[src/rtl/fifo_pkg.sv]
// fifo_pkg: shared defaults and types for the FIFO read-side packer.
// Holds data/lane defaults, the keep-mask width and the output-load selector.
package fifo_pkg;

    localparam int DATA_BITS_DEF = 8;
    localparam int LANES_DEF     = 4;
    localparam int KEEP_W        = LANES_DEF;

    typedef enum logic [1:0] {
        LD_NONE,
        LD_FULL,
        LD_FLUSH
    } load_e;

endpackage

[src/rtl/fifo_rd_packer_if.sv]
// fifo_rd_packer_if: FIFO read port plus packed-word valid/ready output.
// master = packer side, slave = FIFO/downstream side.
interface fifo_rd_packer_if
    import fifo_pkg::*;
#(
    parameter int DATA_BITS = DATA_BITS_DEF,
    parameter int LANES     = LANES_DEF
);

    logic                       rempty;
    logic [DATA_BITS-1:0]       rdata;
    logic                       rinc;
    logic                       flush;
    logic                       out_valid;
    logic                       out_ready;
    logic [DATA_BITS*LANES-1:0] out_data;
    logic [LANES-1:0]           out_keep;
    logic                       busy;

    modport master (
        input  rempty, rdata, flush, out_ready,
        output rinc, out_valid, out_data, out_keep, busy
    );

    modport slave (
        output rempty, rdata, flush, out_ready,
        input  rinc, out_valid, out_data, out_keep, busy
    );

endinterface

[src/rtl/fifo_out_stage.sv]
// fifo_out_stage: output holding register with valid/ready handshake.
// Ports: clk, rst_n, i_load/i_data/i_keep (new word), i_ready; o_valid/o_data/o_keep, o_free.
module fifo_out_stage
    import fifo_pkg::*;
#(
    parameter int DW = DATA_BITS_DEF * LANES_DEF,
    parameter int KW = KEEP_W
) (
    input  logic          clk,
    input  logic          rst_n,
    input  logic          i_load,
    input  logic [DW-1:0] i_data,
    input  logic [KW-1:0] i_keep,
    input  logic          i_ready,
    output logic          o_valid,
    output logic [DW-1:0] o_data,
    output logic [KW-1:0] o_keep,
    output logic          o_free
);

    logic          r_valid;
    logic [DW-1:0] r_data;
    logic [KW-1:0] r_keep;

    // Register may take a new word when empty or being drained this edge.
    assign o_free  = !r_valid || i_ready;
    assign o_valid = r_valid;
    assign o_data  = r_data;
    assign o_keep  = r_keep;

    always_ff @(posedge clk or negedge rst_n) begin
        if (!rst_n) begin
            r_valid <= 1'b0;
            r_data  <= '0;
            r_keep  <= '0;
        end else if (i_load) begin
            r_valid <= 1'b1;
            r_data  <= i_data;
            r_keep  <= i_keep;
        end else if (i_ready) begin
            r_valid <= 1'b0;
        end
    end

endmodule

[src/rtl/fifo_rd_packer.sv]
// fifo_rd_packer: packs LANES FWFT FIFO words into one wide word, with flush.
// Ports: rclk, rrst_n, bus (rempty/rdata/rinc/flush/out_valid/out_ready/out_data/out_keep/busy).
module fifo_rd_packer
    import fifo_pkg::*;
#(
    parameter int DATA_BITS = DATA_BITS_DEF,
    parameter int LANES     = LANES_DEF
) (
    input  logic             rclk,
    input  logic             rrst_n,
    fifo_rd_packer_if.master bus
);

    localparam int CW = (LANES > 1) ? $clog2(LANES) : 1;
    localparam int OW = DATA_BITS * LANES;
    localparam logic [CW-1:0] LAST = CW'(LANES - 1);

    logic [CW-1:0]    r_cnt;
    logic [OW-1:0]    r_acc;
    logic             r_flush_pend;

    logic             w_free;
    logic             w_last;
    logic             w_rinc;
    load_e            w_ld;
    logic [OW-1:0]    w_ld_data;
    logic [LANES-1:0] w_ld_keep;
    logic [LANES-1:0] w_part_keep;
    logic             w_out_valid;
    logic [OW-1:0]    w_out_data;
    logic [LANES-1:0] w_out_keep;

    assign w_last = (r_cnt == LAST);

    // The completing pop needs room in the output register; reset masks it.
    assign w_rinc = rrst_n && !bus.rempty && !r_flush_pend
                    && (!w_last || w_free);

    always_comb begin
        w_part_keep = '0;
        for (int i = 0; i < LANES; i++) begin
            w_part_keep[i] = (i < int'(r_cnt));
        end
    end

    // A pop and a pending flush never coincide: the flush blocks pops.
    always_comb begin
        w_ld      = LD_NONE;
        w_ld_data = r_acc;
        w_ld_keep = '0;
        unique case (1'b1)
            (w_rinc && w_last): begin
                w_ld = LD_FULL;
                w_ld_data[OW-1 -: DATA_BITS] = bus.rdata;
                w_ld_keep = '1;
            end
            (r_flush_pend && w_free && r_cnt != '0): begin
                w_ld      = LD_FLUSH;
                w_ld_keep = w_part_keep;
            end
            default: ;
        endcase
    end

    always_ff @(posedge rclk or negedge rrst_n) begin
        if (!rrst_n) begin
            r_cnt        <= '0;
            r_acc        <= '0;
            r_flush_pend <= 1'b0;
        end else begin
            if (w_ld == LD_FULL) begin
                r_cnt <= '0;
                r_acc <= '0;
            end else if (w_rinc) begin
                r_acc[r_cnt*DATA_BITS +: DATA_BITS] <= bus.rdata;
                r_cnt <= r_cnt + CW'(1);
            end else if (r_flush_pend && w_free) begin
                r_cnt <= '0;
                r_acc <= '0;
            end

            if (r_flush_pend) begin
                if (w_free) begin
                    r_flush_pend <= 1'b0;
                end
            end else if (bus.flush) begin
                r_flush_pend <= 1'b1;
            end
        end
    end

    fifo_out_stage #(
        .DW (OW),
        .KW (LANES)
    ) u_out (
        .clk     (rclk),
        .rst_n   (rrst_n),
        .i_load  (w_ld != LD_NONE),
        .i_data  (w_ld_data),
        .i_keep  (w_ld_keep),
        .i_ready (bus.out_ready),
        .o_valid (w_out_valid),
        .o_data  (w_out_data),
        .o_keep  (w_out_keep),
        .o_free  (w_free)
    );

    assign bus.rinc      = w_rinc;
    assign bus.out_valid = w_out_valid;
    assign bus.out_data  = w_out_data;
    assign bus.out_keep  = w_out_keep;
    assign bus.busy      = (r_cnt != '0) || r_flush_pend;

endmodule
[src/flat_wrapper.sv]
// flat-port wrapper written by rule: the top's interface ports become plain ports
module fifo_rd_packer_flat import fifo_pkg::*;
#(
    parameter int DATA_BITS = DATA_BITS_DEF,
    parameter int LANES     = LANES_DEF
)
  (rclk, rrst_n, bus_rempty, bus_rdata, bus_flush, bus_out_ready, bus_rinc, bus_out_valid, bus_out_data, bus_out_keep, bus_busy);
  fifo_rd_packer_if #(.DATA_BITS(DATA_BITS), .LANES(LANES)) bus_i ();
  input  logic rclk;
  input  logic rrst_n;
  input wire logic [$bits(bus_i.rempty)-1:0] bus_rempty;
  input wire logic [$bits(bus_i.rdata)-1:0] bus_rdata;
  input wire logic [$bits(bus_i.flush)-1:0] bus_flush;
  input wire logic [$bits(bus_i.out_ready)-1:0] bus_out_ready;
  output wire logic [$bits(bus_i.rinc)-1:0] bus_rinc;
  output wire logic [$bits(bus_i.out_valid)-1:0] bus_out_valid;
  output wire logic [$bits(bus_i.out_data)-1:0] bus_out_data;
  output wire logic [$bits(bus_i.out_keep)-1:0] bus_out_keep;
  output wire logic [$bits(bus_i.busy)-1:0] bus_busy;
  assign bus_i.rempty = bus_rempty;
  assign bus_i.rdata = bus_rdata;
  assign bus_i.flush = bus_flush;
  assign bus_i.out_ready = bus_out_ready;
  assign bus_rinc = bus_i.rinc;
  assign bus_out_valid = bus_i.out_valid;
  assign bus_out_data = bus_i.out_data;
  assign bus_out_keep = bus_i.out_keep;
  assign bus_busy = bus_i.busy;
  fifo_rd_packer #(.DATA_BITS(DATA_BITS), .LANES(LANES)) u_core (.rclk(rclk), .rrst_n(rrst_n), .bus(bus_i));
endmodule
[config.mk]
export PLATFORM = sky130hd
export DESIGN_NAME = fifo_rd_packer_flat
export DESIGN_NICKNAME = d
export VERILOG_FILES = /design/src/rtl/fifo_pkg.sv /design/src/rtl/fifo_rd_packer_if.sv /design/src/rtl/fifo_out_stage.sv /design/src/rtl/fifo_rd_packer.sv /design/src/flat_wrapper.sv
export SDC_FILE = /design/constraint.sdc
export NUM_CORES = 1
export LEC_CHECK = 0
export ABC_CLOCK_PERIOD_IN_PS = 2800
export CAP_MARGIN = 10
export CORE_ASPECT_RATIO = 0.7
export CORE_MARGIN = 2
export CORE_UTILIZATION = 54
export CTS_CLUSTER_DIAMETER = 60
export DETAILED_ROUTE_END_ITERATION = 8
export PLACE_DENSITY = 0.81
export SLEW_MARGIN = 15
export SYNTH_ARGS = -nofsm -noshare
export SYNTH_HDL_FRONTEND = slang
export SYNTH_SLANG_ARGS = --single-unit
[constraint.sdc]
create_clock -name rclk -period 2.8 [get_ports rclk]
set_clock_uncertainty 0.2 [all_clocks]
set_input_delay 0.28 -clock rclk [delete_from_list [all_inputs] [get_ports rclk]]
set_output_delay 0.28 -clock rclk [all_outputs]
set_load 0.005 [all_outputs]
Word-level counts from Yosys, hierarchy flattened:

Index checks and enable logic that the tools add are counted.

* reduce and logical (&&, ||, !) cells: 17
* add/subtract/negate cells: 2
* equal/unequal tests: 2
* $lt $le $gt $ge: 3
* muxes and demuxes: 15
* shifts and indexed selects: 2

Operator list (number)
* two-way mux 32 bit: 3
* negator 5 -> 34 bit: 1
* variable shift 8 x 34 -> 32 bit, first input constant: 1
* indexed part select 8 x 34 -> 32 bit: 1
* bitwise mux 32 bit: 1
* two-way mux 8 bit: 1
* case mux 4 bit (2 select lines): 1
* logical AND 1 bit: 6
* two-way mux 2 bit: 3
* nonzero test 2 bit: 3
* two-way mux 1 bit: 5
* zero test 1 bit: 4
* less-than comparator 1 x 2 -> 1 bit, first input constant: 2
* case mux 2 bit (2 select lines): 1
* logical OR 1 bit: 3
* nonzero test 3 bit: 1
* adder 2 x 1 -> 2 bit, second input constant: 1
* == test 2 x 1 -> 1 bit, second input constant: 1
* == test 2 bit, second input constant: 1
* less-than comparator 2 bit, first input constant: 1

* register bits after elaboration: 72
* input port bits: 13
* output and inout port bits: 39
* word-level logic and storage cells: 47

Depth between registers and ports, before layout:

Gate-level depths: netlist of run 1.

* word-level depth: 8
* mapped depth: 7
* gate-level depth less buffers: 5

Modules after synthesis:

Synthesis of run 1 repeated with hierarchy kept, for this count alone.

* cells, all modules: 212
* area total of the unflattened synthesis: 3214.3 sq um

By module, submodules not included
* fifo_rd_packer: area each 1690.4 sq um, times used 1, cells an instance 133, sequential area each 875.8 sq um
* fifo_out_stage: area each 1524.0 sq um, times used 1, cells an instance 79, sequential area each 925.9 sq um

Worst setup path before layout of run 1:

OpenSTA, ideal clock, no wires.

* kind: register to register
* start: reg u_core.r_cnt[0]
* end: reg u_core.u_out.r_data[6], in the netlist u_core.u_out.o_data[6]
* setup time: 0.126 ns
* arrival time: 1.803 ns
* required time: 2.474 ns
* setup slack: 0.671 ns
* stages on the path, launching flop included: 8
* path through: dfrtp_1 > inv_1 > ha_1 > nand2b_1 > buf_2 > clkbuf_1 > nor3_1 > a311o_1

* word-level cells in the longest chain between the ends: 7

Ends and longest elaborated chain
* from (decl): RTL line fifo_rd_packer.sv:18 `logic [CW-1:0] r_cnt;`
* from (signal assigned): RTL line fifo_rd_packer.sv:76 `r_cnt <= r_cnt + CW'(1);`
* == test 2 bit: RTL line fifo_rd_packer.sv:33 `assign w_last = (r_cnt == LAST);`
* zero test 1 bit: RTL line fifo_rd_packer.sv:37 `&& (!w_last || w_free);`
* logical OR 1 bit: RTL line fifo_rd_packer.sv:37
* logical AND 1 bit: RTL line fifo_rd_packer.sv:37
* logical AND 1 bit: RTL line fifo_rd_packer.sv:52 `(w_rinc && w_last): begin`
* case mux 2 bit (2 select lines) (*): RTL line fifo_rd_packer.sv:51 `unique case (1'b1)`
* nonzero test 2 bit (*): RTL line fifo_rd_packer.sv:98 `.i_load (w_ld != LD_NONE),`
* to (signal assigned): RTL line fifo_out_stage.sv:38 `r_data <= i_data;`
* to (decl): RTL line fifo_out_stage.sv:22 `logic [DW-1:0] r_data;`

Every way passes the cells marked *; elsewhere a longest branch is shown, timed or not.
A chain may end at the register's enable or synchronous reset.

Worst setup path after layout of run 1:

* start: reg u_core.r_flush_pend
* end: out bus_rinc

* word-level cells in the longest chain between the ends: 3

Ends and longest elaborated chain
* from (decl): RTL line fifo_rd_packer.sv:20 `logic r_flush_pend;`
* from (signal assigned): RTL line fifo_rd_packer.sv:69 `r_flush_pend <= 1'b0;`
* from (signal assigned): RTL line fifo_rd_packer.sv:84 `r_flush_pend <= 1'b0;`
* from (signal assigned): RTL line fifo_rd_packer.sv:87 `r_flush_pend <= 1'b1;`
* zero test 1 bit: RTL line fifo_rd_packer.sv:36 `assign w_rinc = rrst_n && !bus.rempty && !r_flush_pend`
* logical AND 1 bit: RTL line fifo_rd_packer.sv:36
* logical AND 1 bit: RTL line fifo_rd_packer.sv:37
* to (decl): RTL line flat_wrapper.sv:15 `output wire logic [$bits(bus_i.rinc)-1:0] bus_rinc;`

No other way between the ends.

==> results by group, run 1 <==
Synth
  – Share of the synthesized area in the top cell type: 0.512
  – Syn Inst Count: 338
  – Area leader, netlist: dfrtp_1
  – Synth area leaders: dfrtp_1 51%, o211ai_1 5.3%, a311o_1 4.5%
  – Post-Syn Area: 3520 um^2
  – Distinct cells, synth: 34
  – Main synth FF type: dfrtp_1
  – Sequential element share of the synthesized area: 0.512
  – Syn nets: 357
  – Flops & latches, synth: 72
  – Post-synth EDFFs: 0
  – Post-synth ARST share: 1.00
  – Avg Cell Area, Syn: 10.4 um^2
  – Yosys Warn Count: 0

Global routing
  – GR Util All Layers: 0.282
  – GRT overflow: 0
  – Met3 GRT Util: 0.0732
  – Largest net degree at the start of global routing: 44
  – GR Util met2: 0.406
  – Antenna violations before repair: 0
  – First-pass GRT wire length: 15.6 mm
  – GRT busiest layer: met1
  – Met1 Usage GRT: 0.435
  – Vias in the first global route: 2893

Timing
  – Least-Margin Pin Slew: 0.802 ns
  – Relative slew slack: 0.464
  – Fin. max-slew vios: 0
  – Fin. Hold Viols: 0
  – RSZ-0062 raised after global routing: false
  – Fin crit share: 0.945
  – Peak Freq: 378 MHz
  – Worst hold margin: 0.292 ns
  – Setup TNS: 0 ns
  – Final Critical Period: 2.64 ns
  – Final setup fails: 0

Drt
  – Starting DRT DRC Count: 267
  – Via count: 3084
  – Initial DRT Pass Iterations: 7
  – Final wirelength: 9.26 mm
  – Routed len/inst: 19.9 um
  – Final ANT Viol Nets: 0
  – Via-per-instance ratio: 6.62
  – Final routed DRC violation total: 0

Power
  – Clock power share: 0.254
  – Pwr per Cell Area: 645 nW/um^2
  – P_leak: 1.78 nW
  – Comb pwr share: 0.289
  – Switching share of total power: 0.323
  – Worst vdd ir: 300 uV
  – Sequential power share: 0.457
  – Total power: 2.76 mW
  – P_sw: 0.891 mW
  – Internal power: 1.87 mW

Clock network
  – Clock tree from TritonCTS: done
  – CTS Buf Count: 9
  – Clock Latency Late Sink: 0.35 ns
  – Clk sinks: 72
  – CTS clock-pin slew for the worst setup and hold paths: 0.07 ns
  – Post-CTS Setup Repair Bufs: 0
  – Deepest clock path buffer count: 2
  – Post-CTS Resized: 0
  – H-tree depth: 3
  – Root buffer cell: clkbuf_8

Floorplanning
  – Core area: 6280 um^2
  – Ports: 52
  – Starting density of the core: 0.561
  – Chip Height: 71.6 um
  – Die ar.: 7190 um^2
  – Die extent in x: 101 um
  – # rows: 24

Layout
  – Commonest cells after routing, fill and taps aside: 72 x dfrtp_1, 50 x clkdlybuf4s50_1, 25 x o211ai_1, 24 x nor3_1, 24 x nand4_1
  – FF/Latch Area: 1800 um^2
  – Commonest non-fill, non-tap cell in the layout: dfrtp_1
  – Area occupied by multi-input gates: 1550 um^2
  – # diodes: 0
  – Share of cells above drive strength 1: 0.116
  – Fin area: 4280 um^2
  – Final Util: 0.681
  – Layout fillers: 486
  – Layout overhead on the synthesized area: 21.4%
  – Nets@finish: 404

Critical path
  – Critical path capture point type: output port
  – Critical path arrival: 2.16 ns
  – Max Fanout on Critical Path: 16
  – Critical path type: reg2out
  – R2r startpoint: u_core.r_cnt[0]$_DFFE_PN0P_
  – Worst Setup EP: bus_rinc
  – Worst R2R Setup Slack: 0.32 ns
  – Startpoint types: flop
  – Worst EP required: 2.32 ns
  – R2R depth: 6
  – RR Endpoint: u_core.r_acc[14]$_DFFE_PN0P_
  – Worst setup startpoint: u_core.r_flush_pend$_DFF_PN0_

Run status
  – Status: completed

Flow run
  – Max cap viols: 0

Placed design
  – DP Area: 4100 um^2
  – Gp weighted congestion: 0.895
  – HPWL Detailed: 6.12 mm
  – Port Buffers: 51

Min path
  – Hold WC Path Type: reg2reg
-- synth_stat cells, types with 2 or more instances --
master	number
buf_1	3
inv_1	10
nor3_1	24
a22o_2	8
dfrtp_1	72
o21ai_0	20
nand3b_1	2
nand2b_1	3
nand3_1	21
or3_1	11
buf_2	8
nand2_1	20
nand4_1	24
ha_1	6
nor2b_1	2
clkbuf_1	20
o221ai_1	3
a22o_1	16
a311o_1	16
and3_1	9
o211ai_1	25
nor2_1	2
nor3_4	2
-- worst max-delay path: stages (launching register included) --
cell and delay [ns]:
dfrtp_1 0.58, or3b_2 0.54, a21oi_1 0.17, clkdlybuf4s50_1 0.52
-- layer usage --
metal  routed length [um]  vias to the layer above
li1                     -                     1388
met1                 4330                     1544
met2                 4170                      144
met3                  705                        8
met4                   57                        0
met5                    0                        -
-- cell families (layout without fill, tap and decap cells) --
kind of cell | count (synthesis) | count (layout) | share of synthesized area
DFF | 72 | 72 | 0.512
and+or+nand+nor | 126 | 126 | 0.211
adders and majority gates | 6 | 6 | 0.0213
AOI/OAI and AO/OA | 91 | 91 | 0.203
buffers and inverters | 42 | 92 | 0.0498
muxes | 1 | 1 | 0.00320
-- final cells by class --
class | count | area share
clock inverters | 1 | 0.00117
flip-flops and latches | 72 | 0.421
inverters | 10 | 0.00878
well taps | 78 | 0.0228
multi-input cells | 224 | 0.362
clock buffers | 13 | 0.0348
repair buffers | 68 | 0.149
-- metrics by stage --
stage / std cells / worst slack (ns)
finish: 466 / 0.155
floorplan: 338 / 0.671
global route: 466 / 0.0718
CTS: 466 / 0.166
global placement: 450 / 0.329
detailed placement: 450 / 0.302
-- sequential cells by signal, summed over array words and instances (netlist names) --
signal and count:
u_core.r_flush_pend 1, u_core.u_out.o_data 32, u_core.r_acc 32, u_core.u_out.o_keep 4
u_core.u_out.o_valid 1, u_core.r_cnt 2
-- worst min path at each step --
stage | to | from | depth (start not counted)
6_report | u_core.u_out.o_keep[0]$_DFFE_PN0P_ | u_core.u_out.o_keep[0]$_DFFE_PN0P_ | 1
5_1_grt | u_core.u_out.o_keep[0]$_DFFE_PN0P_ | u_core.u_out.o_keep[0]$_DFFE_PN0P_ | 1
4_1_cts | u_core.u_out.o_keep[0]$_DFFE_PN0P_ | u_core.u_out.o_keep[0]$_DFFE_PN0P_ | 1
2_1_floorplan | u_core.r_acc[0]$_DFFE_PN0P_ | rrst_n | 0
3_3_place_gp | u_core.r_acc[21]$_DFFE_PN0P_ | rrst_n | 1
3_5_place_dp | u_core.u_out.o_data[14]$_DFFE_PN0P_ | rrst_n | 1
-- what timing repair did --
| action | 4_1_cts | 5_1_grt |
|---|---|---|
| endpoints found under the setup margin | 0 | 0 |
| hold buffers | 2 | 0 |
| hold endpoints to repair | 10 | 0 |
-- power groups by stage --
stage	Clock (mW)	Sequential, mW	Combinational, mW
after CTS	0.704	1.26	0.796
after global placement	0	1.27	0.772
after detailed placement	0	1.28	0.788
after floorplan	0	1.27	0.409
after global routing	0.744	1.28	0.870
final	0.700	1.26	0.798
Note: power is estimated with default switching activity, not from simulation.
==> run 2: changes to the inputs <==
CORE_UTILIZATION = 63   (was 54)
DONT_BUFFER_PORTS = 1   (was unset)
PLACE_DENSITY = 0.8   (was 0.81)
SLEW_MARGIN = 10   (was 15)
==> results by group, run 2 (synthesis results as in run 1) <==
Drt
  – Via-per-instance ratio: 6.99 (+5.6%)
  – Via count: 2922 (-5.3%)
  – Final wirelength: 8.98 mm (-3.0%)
  – Final ANT Viol Nets: 0 (unchanged)
  – Starting DRT DRC Count: 406 (+52%)
  – Routed len/inst: 21.5 um (+8.1%)
  – Final routed DRC violation total: 0 (unchanged)
  – Initial DRT Pass Iterations: 5 (-2)

Timing
  – Peak Freq: 421 MHz (+11%)
  – Fin crit share: 0.848 (-0.0964)
  – Final setup fails: 0 (unchanged)
  – Final Critical Period: 2.37 ns (-0.270 ns)
  – RSZ-0062 raised after global routing: false
  – Least-Margin Pin Slew: 0.725 ns (-0.0775 ns)
  – Fin. Hold Viols: 0 (unchanged)
  – Setup TNS: 0 ns (unchanged)
  – Relative slew slack: 0.517 (+0.0530)
  – Fin. max-slew vios: 0 (unchanged)

Layout
  – # diodes: 0 (unchanged)
  – Commonest cells after routing, fill and taps aside: 72 x dfrtp_1, 25 x o211ai_1, 24 x nor3_1, 24 x nand4_1, 21 x nand3_1
  – Commonest non-fill, non-tap cell in the layout: dfrtp_1
  – FF/Latch Area: 1800 um^2 (unchanged)
  – Area occupied by multi-input gates: 1550 um^2 (unchanged)
  – Layout fillers: 351 (-28%)
  – Layout overhead on the synthesized area: 12.3%
  – Final Util: 0.744 (+0.0632)
  – Nets@finish: 360 (-11%)
  – Share of cells above drive strength 1: 0.139 (+0.0227)

Placed design
  – Port Buffers: 0 (-100%)
  – HPWL Detailed: 5.43 mm (-11%)
  – Gp weighted congestion: 0.926 (+3.4%)

Global routing
  – First-pass GRT wire length: 15.3 mm (-1.5%)
  – Met3 GRT Util: 0.104 (+0.0309)
  – GR Util All Layers: 0.327 (+0.0448)
  – GRT busiest layer: met2
  – Met1 Usage GRT: 0.446 (+0.0112)
  – Largest net degree at the start of global routing: 73 (+66%)
  – GRT overflow: 0 (unchanged)
  – Antenna violations before repair: 0 (unchanged)
  – GR Util met2: 0.493 (+0.0864)
  – Vias in the first global route: 3010 (+4.0%)

Power
  – P_leak: 1.68 nW (-5.5%)
  – P_sw: 0.889 mW (-0.15%)
  – Worst vdd ir: 585 uV (+95%)
  – Switching share of total power: 0.308 (-0.0152)
  – Internal power: 2.00 mW (+7.1%)
  – Comb pwr share: 0.201 (-0.088)
  – Clock power share: 0.357 (+0.103)
  – Pwr per Cell Area: 731 nW/um^2 (+13%)
  – Sequential power share: 0.441 (-0.016)

Floorplanning
  – Chip Height: 66.5 um (-7.0%)
  – Starting density of the core: 0.663 (+0.102)
  – Die ar.: 6210 um^2 (-14%)
  – Die extent in x: 93.4 um (-7.1%)
  – # rows: 22 (-8.3%)
  – Ports: 52 (unchanged)
  – Core area: 5310 um^2 (-15%)

Clock network
  – Post-CTS Resized: 0 (unchanged)
  – Root buffer cell: clkbuf_8
  – Clock tree from TritonCTS: done
  – CTS Buf Count: 9 (unchanged)
  – CTS clock-pin slew for the worst setup and hold paths: 0.07 ns (about the same)
  – Clk sinks: 72 (unchanged)
  – Clock Latency Late Sink: 0.35 ns (about the same)
  – Post-CTS Setup Repair Bufs: 0 (unchanged)
  – Deepest clock path buffer count: 2 (unchanged)
  – H-tree depth: 3 (unchanged)

Min path
  – Hold Path Depth: 3 (+2)
  – Hold WC Path Type: in2reg
  – Hold_sp: bus_rdata[0]

Critical path
  – Worst EP required: 2.88 ns (+0.56 ns)
  – Max Fanout on Critical Path: 40 (+24)
  – Critical path arrival: 2.45 ns (+0.29 ns)
  – Critical path capture point type: flop
  – R2R depth: 5 (-1)
  – Worst setup startpoint: u_core.r_cnt[0]$_DFFE_PN0P_
  – Startpoint types: flop
  – Critical path type: reg2reg
  – R2r startpoint: u_core.r_cnt[0]$_DFFE_PN0P_

Flow run
  – Max cap viols: 0 (unchanged)

Run status
  – Status: completed
==> run 2: changes by cell type in the layout (fill, tap and decap cells not counted), moves of 2 or more <==
cell             previous run  this run
bufinv_16                   0         3
clkbuf_1                    3         0
clkdlybuf4s50_1            50         0
dlygate4sd3_1               2        10
buf_4                      15        13
==> run 2: worst max-delay path, stage by stage (launching register included) <==
cell	delay [ns]
dfrtp_1	0.48
ha_1	0.21
buf_4	0.38
nor2_1	0.16
o221ai_1	0.60
a22o_1	0.25
==> run 2: final cells by class <==
class                   instances  area share
inverters                      10     0.00949
repair buffers                 24      0.0569
well taps                      72      0.0228
multi-input cells             224       0.391
flip-flops and latches         72       0.456
clock inverters                 5      0.0259
clock buffers                  11      0.0383
==> run 2: final timing paths <==
| path | to | slack [ns] |
|---|---|---|
| worst max-delay path | u_core.r_acc[30]$_DFFE_PN0P_ | 0.43 |
| worst min-delay path | u_core.u_out.o_data[24]$_DFFE_PN0P_ | 0.04 |
| worst max register to register | u_core.r_acc[30]$_DFFE_PN0P_ | 0.43 |
| worst min register to register | u_core.r_acc[26]$_DFFE_PN0P_ | 0.30 |
| max in group asynchronous | u_core.u_out.o_data[28]$_DFFE_PN0P_ | 1.82 |
| min in group asynchronous | u_core.u_out.o_data[2]$_DFFE_PN0P_ | 0.28 |
==> run 2: per-layer routing <==
layer,vias up,part of all wire
li1,1301,-
met1,1441,0.43
met2,166,0.46
met3,14,0.095
met4,0,0.014
met5,-,0
==> run 2: per-stage QoR <==
stage / instance area, um^2 / total power, mW / cells / setup WS, ns / hold WS, ns
2_1_floorplan: 3520 / 1.67 / 338 / 0.671 / -0.216
4_1_cts: 3960 / 2.90 / 418 / 0.444 / 0.0319
3_5_place_dp: 3570 / 1.82 / 391 / 0.448 / -0.214
3_3_place_gp: 3570 / 1.80 / 391 / 0.492 / -0.214
6_report: 3960 / 2.89 / 418 / 0.425 / 0.0422
5_1_grt: 3960 / 3.02 / 418 / 0.234 / 0.0768
==> run 2: power groups by stage <==
| stage | Sequential [mW] | Combinational [mW] | Clock [mW] |
|---|---|---|---|
| floorplan | 1.27 | 0.409 | 0 |
| global placement | 1.29 | 0.510 | 0 |
| detailed placement | 1.30 | 0.526 | 0 |
| CTS | 1.28 | 0.576 | 1.04 |
| global route | 1.29 | 0.652 | 1.07 |
| finish | 1.28 | 0.582 | 1.03 |
==> run 2: timing repair <==
action	in CTS	in global routing
hold buffers	11	0
hold endpoints to repair	105	0
setup endpoints to repair	0	0
